--- config.mk ---
export PLATFORM = sky130hd
export DESIGN_NAME = instr_fetch_unit
export DESIGN_NICKNAME = d
export VERILOG_FILES = /design/src/rtl/jarch_pkg.sv /design/src/rtl/instr_fetch_unit.sv
export SDC_FILE = /design/constraint.sdc
export NUM_CORES = 1
export LEC_CHECK = 0
export BUFFER_PORTS_ARGS = -buffer_cell sky130_fd_sc_hd__clkbuf_2
export CAP_MARGIN = 10
export CORE_MARGIN = 3
export CORE_UTILIZATION = 50
export DETAILED_ROUTE_END_ITERATION = 6
export GPL_ROUTABILITY_DRIVEN = 0
export MAX_ROUTING_LAYER = met4
export PLACE_DENSITY = 0.81
export SYNTH_ARGS = -nofsm -noshare
export SYNTH_HDL_FRONTEND = slang
export SYNTH_SLANG_ARGS = --single-unit
--- constraint.sdc ---
create_clock -name clock -period 5.3 [get_ports clock]
set_input_delay 0.53 -clock clock [delete_from_list [all_inputs] [get_ports clock]]
set_output_delay 0.53 -clock clock [all_outputs]
set_load 0.005 [all_outputs]
--- src/rtl/jarch_pkg.sv ---
// Shared constants and fetch FSM state type for the jarch core.
package jarch_pkg;

  localparam int unsigned ADDR_W  = 16;
  localparam int unsigned INSTR_W = 32;
  localparam int unsigned WAIT_W  = 8;

  typedef enum logic [2:0] {
    IDLE = 3'd0,
    REQ  = 3'd1,
    HOLD = 3'd2,
    STEP = 3'd3,
    ERR  = 3'd4
  } fetch_state_t;

endpackage

--- src/rtl/instr_fetch_unit.sv ---
// Fetch sequencer: reads PC, fetches one instruction over req/ack, hands it to the
// decoder over valid/ready, then pulses pc_step once per consumed instruction.
module instr_fetch_unit #(
  parameter int unsigned ADDR_W   = jarch_pkg::ADDR_W,
  parameter int unsigned INSTR_W  = jarch_pkg::INSTR_W,
  parameter int unsigned MAX_WAIT = 255
) (
  input  logic               clock,
  input  logic               reset_n,
  input  logic               enable,
  input  logic [ADDR_W-1:0]  pc,
  output logic               imem_req,
  output logic [ADDR_W-1:0]  imem_addr,
  input  logic               imem_ack,
  input  logic [INSTR_W-1:0] imem_data,
  output logic [INSTR_W-1:0] instr,
  output logic [ADDR_W-1:0]  instr_pc,
  output logic               instr_valid,
  input  logic               instr_ready,
  output logic               pc_step,
  output logic               fetch_timeout
);
  import jarch_pkg::*;

  localparam logic [WAIT_W-1:0] WAIT_LIMIT = WAIT_W'(MAX_WAIT);

  fetch_state_t       state_q, state_d;
  logic [WAIT_W-1:0]  wait_cnt, wait_cnt_d;
  logic [WAIT_W-1:0]  wait_inc;
  logic               req_d, valid_d, step_d, timeout_d;
  logic [ADDR_W-1:0]  addr_d, instr_pc_d;
  logic [INSTR_W-1:0] instr_d;

  assign wait_inc = wait_cnt + WAIT_W'(1);

  // State and registered-output flops
  always_ff @(posedge clock or negedge reset_n) begin
    if (!reset_n) begin
      state_q       <= IDLE;
      wait_cnt      <= '0;
      imem_req      <= 1'b0;
      imem_addr     <= '0;
      instr         <= '0;
      instr_pc      <= '0;
      instr_valid   <= 1'b0;
      pc_step       <= 1'b0;
      fetch_timeout <= 1'b0;
    end else begin
      state_q       <= state_d;
      wait_cnt      <= wait_cnt_d;
      imem_req      <= req_d;
      imem_addr     <= addr_d;
      instr         <= instr_d;
      instr_pc      <= instr_pc_d;
      instr_valid   <= valid_d;
      pc_step       <= step_d;
      fetch_timeout <= timeout_d;
    end
  end

  // Next-state and next-output logic; ack takes priority over the wait limit
  always_comb begin
    state_d    = state_q;
    wait_cnt_d = wait_cnt;
    req_d      = imem_req;
    addr_d     = imem_addr;
    instr_d    = instr;
    instr_pc_d = instr_pc;
    valid_d    = instr_valid;
    step_d     = 1'b0;
    timeout_d  = fetch_timeout;

    unique case (state_q)
      IDLE: begin
        if (enable) begin
          state_d = REQ;
          addr_d  = pc;
          req_d   = 1'b1;
        end
      end
      REQ: begin
        if (imem_ack) begin
          instr_d    = imem_data;
          instr_pc_d = imem_addr;
          valid_d    = 1'b1;
          req_d      = 1'b0;
          wait_cnt_d = '0;
          state_d    = HOLD;
        end else if (wait_inc == WAIT_LIMIT) begin
          wait_cnt_d = wait_inc;
          req_d      = 1'b0;
          timeout_d  = 1'b1;
          state_d    = ERR;
        end else begin
          wait_cnt_d = wait_inc;
        end
      end
      HOLD: begin
        if (instr_valid && instr_ready) begin
          valid_d = 1'b0;
          step_d  = 1'b1;
          state_d = STEP;
        end
      end
      STEP: begin
        // PC has already moved on the negedge inside this cycle
        if (enable) begin
          state_d = REQ;
          addr_d  = pc;
          req_d   = 1'b1;
        end else begin
          state_d = IDLE;
        end
      end
      ERR: begin
        req_d     = 1'b0;
        valid_d   = 1'b0;
        timeout_d = 1'b1;
      end
      default: state_d = IDLE;
    endcase
  end

endmodule
Word-level counts from Yosys, hierarchy flattened

Cells that the tools add are included.
W data, S select, Z words.

Bits in registers: 79
Bits of input ports: 53
Output and inout port bits: 68
Word-level logic and storage cells: 54

Add/subtract/negate cells: 1
Equality and inequality tests: 12
Mux-type cells: 19
Bitwise logic cells: 1
Reduce and logical (&&, ||, !) cells: 12

Operator list:

| operator              | number |
|---|---|
| $pmux W3 S5           | 1 |
| $mux W3               | 4 |
| $mux W1               | 10 |
| $ne A2 B2 Y1 const B  | 5 |
| $reduce_and A3 Y1     | 3 |
| $add A8 B1 Y8 const B | 1 |
| $eq A8 B8 Y1 const B  | 1 |
| $mux W8               | 1 |
| $eq A3 B2 Y1 const B  | 2 |
| $pmux W1 S3           | 2 |
| $reduce_bool A3 Y1    | 2 |
| $reduce_and A2 Y1     | 2 |
| $reduce_and A4 Y1     | 1 |
| $eq A3 B1 Y1 const B  | 1 |
| $eq A3 B3 Y1 const B  | 1 |
| $logic_not A3 Y1      | 1 |
| $ne A3 B3 Y1 const B  | 1 |
| $ne A2 B1 Y1 const B  | 1 |
| $pmux W1 S2           | 1 |
| $reduce_bool A2 Y1    | 1 |
| $reduce_or A2 Y1      | 1 |
| $logic_and A1 B1 Y1   | 1 |
| $not A1 Y1            | 1 |

Logic depth before layout (Yosys ltp)

Depth in word-level cells: 5
Mapped depth: 7

Worst setup path before layout

No wires, ideal clock.

Path kind: flip-flop to flip-flop
Start point: reg state_q[2]
End point: reg instr[19]
Setup time: 125 ps
Arrival time: 1761 ps
Required time: 5175 ps
Slack: 3415 ps
Cell stages (with the launch flop): 8
Path buffers: 4
Period minus slack after synthesis: 1885 ps
Path through: dfrtp_1 buf_6 or3b_1 buf_6 nor2_2 buf_4 buf_4 mux2_2

Cells in the longest elaborated chain, start to end: 2

RTL lines:

| what                        | RTL line               | RTL |
|---|---|---|
| start, declared             | instr_fetch_unit.sv:27 | `fetch_state_t state_q, state_d;` |
| start signal, assigned      | instr_fetch_unit.sv:49 | `state_q <= state_d;` |
| $eq A3 B1 Y1                | instr_fetch_unit.sv:73 | `unique case (state_q)` |
| $reduce_and A2 Y1 (no line) | -                      |  |
| end signal, assigned        | instr_fetch_unit.sv:53 | `instr <= instr_d;` |
| end, declared               | instr_fetch_unit.sv:16 | `output logic [INSTR_W-1:0] instr,` |

No other way between the ends.
A chain may end at the register's enable or synchronous reset.

Worst setup path after layout

Start point: reg state_q[2]
End point: reg instr[24]

The elaborated chain is that of the path after synthesis.

==> summary.txt <==
Clock tree
  – H-tree depth: 3
  – CTS Buffer Depth: 2
  – CTS root buf: clkbuf_8
  – Clock Pin Slew Worst Setup and Hold Paths: around 80 ps
  – Post-CTS Resized: 0
  – CTS buffer count: 9
  – CTS tree: done
  – Clock sinks: 79
  – Hold_buf cts: 0
  – Clk_lat worst skew: 340 ps
  – Post-CTS setup buffers: 0

Drt
  – Via count: 2331
  – DRC: 0
  – Total iterations of the first detailed-routing run: 4
  – Initial DRC count: between 40 and 50
  – Total detailed-routing wirelength: approximately 6.7 mm
  – Routed len/inst: roughly 15 microns
  – Detail Route Antenna Nets: 0
  – Vias per cell: approximately 5.3

Cells and area
  – Commonest non-fill, non-tap cell in the layout: clkbuf_2
  – Core Util, Final: 67.3%
  – Layout fillers: 465
  – Layout Nets: 415
  – Number of diodes: 0
  – Register area: 1980 sq um
  – Most frequent cells in the layout: 119 x clkbuf_2, 79 x dfrtp_1, 63 x mux2_2, 14 x nand2_1
  – Ratio of cells with drive above 1 in the final layout: between 50% and 60%
  – Multi-input gate area: 1230 sq um
  – Area growth, synth to finish: 25.6%

Yosys
  – Largest area contributor in the netlist: dfrtp_1
  – Count of unique library cells instantiated by Yosys: 40
  – Synthesized Nets: 296
  – Synthesized area: 3280 sq um
  – Main combinational cell family by area after synthesis: multiplexers
  – Synthesis-stage register bit count: between 70 and 80
  – Synth top area share: 60.2%
  – Top post-synthesis cells by area: dfrtp_1 60%, mux2_2 22%, nand2_1 1.6%
  – Synth Area in Adders: 0.762%
  – YS warnings: 0
  – Compound-Gate Fraction of Synth Area: under 10%
  – Post-Syn Instances: 241
  – Register area share after synthesis: 60.2%
  – Avg Inst Size Synth: 13.6 sq um
  – Simple-gate share of the synthesized area: just under 7%
  – Xor-xnor portion of the synthesized cell area: 0%
  – Mux cell area share after synthesis: a little under a quarter

Pwr
  – Power, Total: between 2000 and 2500 uW
  – VDD IR-drop max: 309 uV
  – PD cells: 600 nW/um^2
  – Leakage: around 0.0020 uW

Timing
  – RSZ-0062 raised after global routing: no
  – Rel. slew slack: about 28%
  – Max Freq: around 370 MHz
  – Tcrit/Tclk final: 51.0%
  – Hold Vio Cnt, Final: 0
  – Post-Route Setup TNS: 0 ps
  – Slew Viols, Final: 0
  – Worst Max-Slew Pin Slew: approximately 1100 ps
  – Clk_skew: between 8 and 9 ps
  – Tmin final: 2700 ps
  – # setup viols final: 0

Global routing
  – Vias in the first global route: 2234
  – Global-route wire length before repair: 10.7 mm
  – GRT Residual Overflow: 0
  – Total track usage: 18.9%
  – Pin count of the biggest net entering global routing: 80
  – Initial antenna violation count: 0

Setup path
  – CP Launch Type: register
  – Req. time, crit path: 5520 ps
  – Crit path kind: register to register
  – Crit path DAT: roughly 2900 ps
  – R2R Setup Slk: 2600 ps
  – CP Capture Type: register
  – Crit-path max FO: 31

Floorplanning
  – Die area: about 7600 sq um
  – Die Ht: 87.0 microns
  – Initial Utilization: 53.6%
  – Core Box Area: 6130 sq um
  – FP Rows: 28
  – Chip width: 87.0 microns
  – I/O pins: 121

Place
  – Dpl hpwl: 4.77 mm
  – Port Buf Inserts: 120

Outcome
  – Outcome: completed

Worst hold path
  – Worst hold-check path type: primary input to async pin

Run
  – Maxcap violations: 0
per-stage QoR:
step	setup slack, ps	cell area, sq um	instances	hold WS (ps)
CTS	2600	4120	440	379
detailed placement	2610	3930	424	473
global route	2450	4120	440	393
floorplan	3410	3280	241	234
finish	2600	4120	440	325
global placement	2650	3930	424	466
registers in the layout, summed over array words and instances, names as in the netlist:
register,flops
instr,32
wait_cnt,8
state_q,3
fetch_timeout,1
instr_valid,1
imem_addr,16
imem_req,1
instr_pc,16
pc_step,1
cells in the mapped netlist:
cell        n
o21ai_0    10
a21bo_2     1
o22ai_1     1
o311ai_1    1
nor2b_1     2
a31oi_1     1
nand3_1     3
o31ai_1     2
and4b_1     1
a211oi_1    1
and3b_1     1
nand2_1    14
buf_6       2
nor2_1      5
or4_1       1
o31a_1      2
a211o_1     1
o2111ai_1   1
or3b_2      1
nor2_2      1
dfrtp_1    79
nor4bb_1    1
or3b_1      1
clkbuf_1    3
buf_2       5
a221oi_1    1
a21o_1      1
o22a_1      1
ha_1        2
inv_1       4
buf_4       3
mux2_2     63
mux2i_1     2
and3_1      1
and2_1      1
mux2_1      1
nor3_1      5
a22o_1      1
a21oi_1    10
nand2b_1    4
cells by family after synthesis:
family          after synthesis
buf+inv                      17
fa+ha+maj                     2
flops                        79
simple gates                 42
compound gates               35
mux                          66
routing by layer:
layer  global-route usage [%]  part of all wire [%]  vias up
met4                     7.65                   1.3        0
li1                         -                     -     1100
met1                     24.3                    45     1136
met5                        -                     0        -
met2                     29.3                    47       87
met3                     3.97                   7.3        8
final cells by class:
class,instances,area share (%)
clock inverter,5,1.37
timing repair buffer,121,14.8
sequential,79,47.9
tap,75,2.28
inverter,4,0.364
multi-input combinational,145,29.8
clock buffer,11,3.43
final timing paths:
kind / start / cells past startpoint / end
worst max-delay path: state_q[2] / 4 / instr[24]
worst min-delay path: reset_n / 1 / imem_addr[2]
worst max register to register: state_q[2] / 4 / instr[24]
worst min register to register: fetch_timeout / 2 / fetch_timeout
max in group asynchronous: reset_n / 1 / wait_cnt[4]
min in group clock: imem_data[22] / 2 / instr[22]
worst max-delay path, stage by stage, from the launching register on:
cell and delay (ps):
dfrtp_1 510, or3b_1 700, nor2_4 510, buf_4 460, mux2_2 400
report_power, final:
part | switching (uW) | internal, uW | total [uW] | leakage (uW)
sequential | 218 | 902 | 1120 | 0.000931
clock | 216 | 231 | 446 | 0.0000997
combinational | 385 | 525 | 910 | 0.000959
total | 818 | 1660 | 2480 | 0.00199
(Power assumes the default switching activity.)
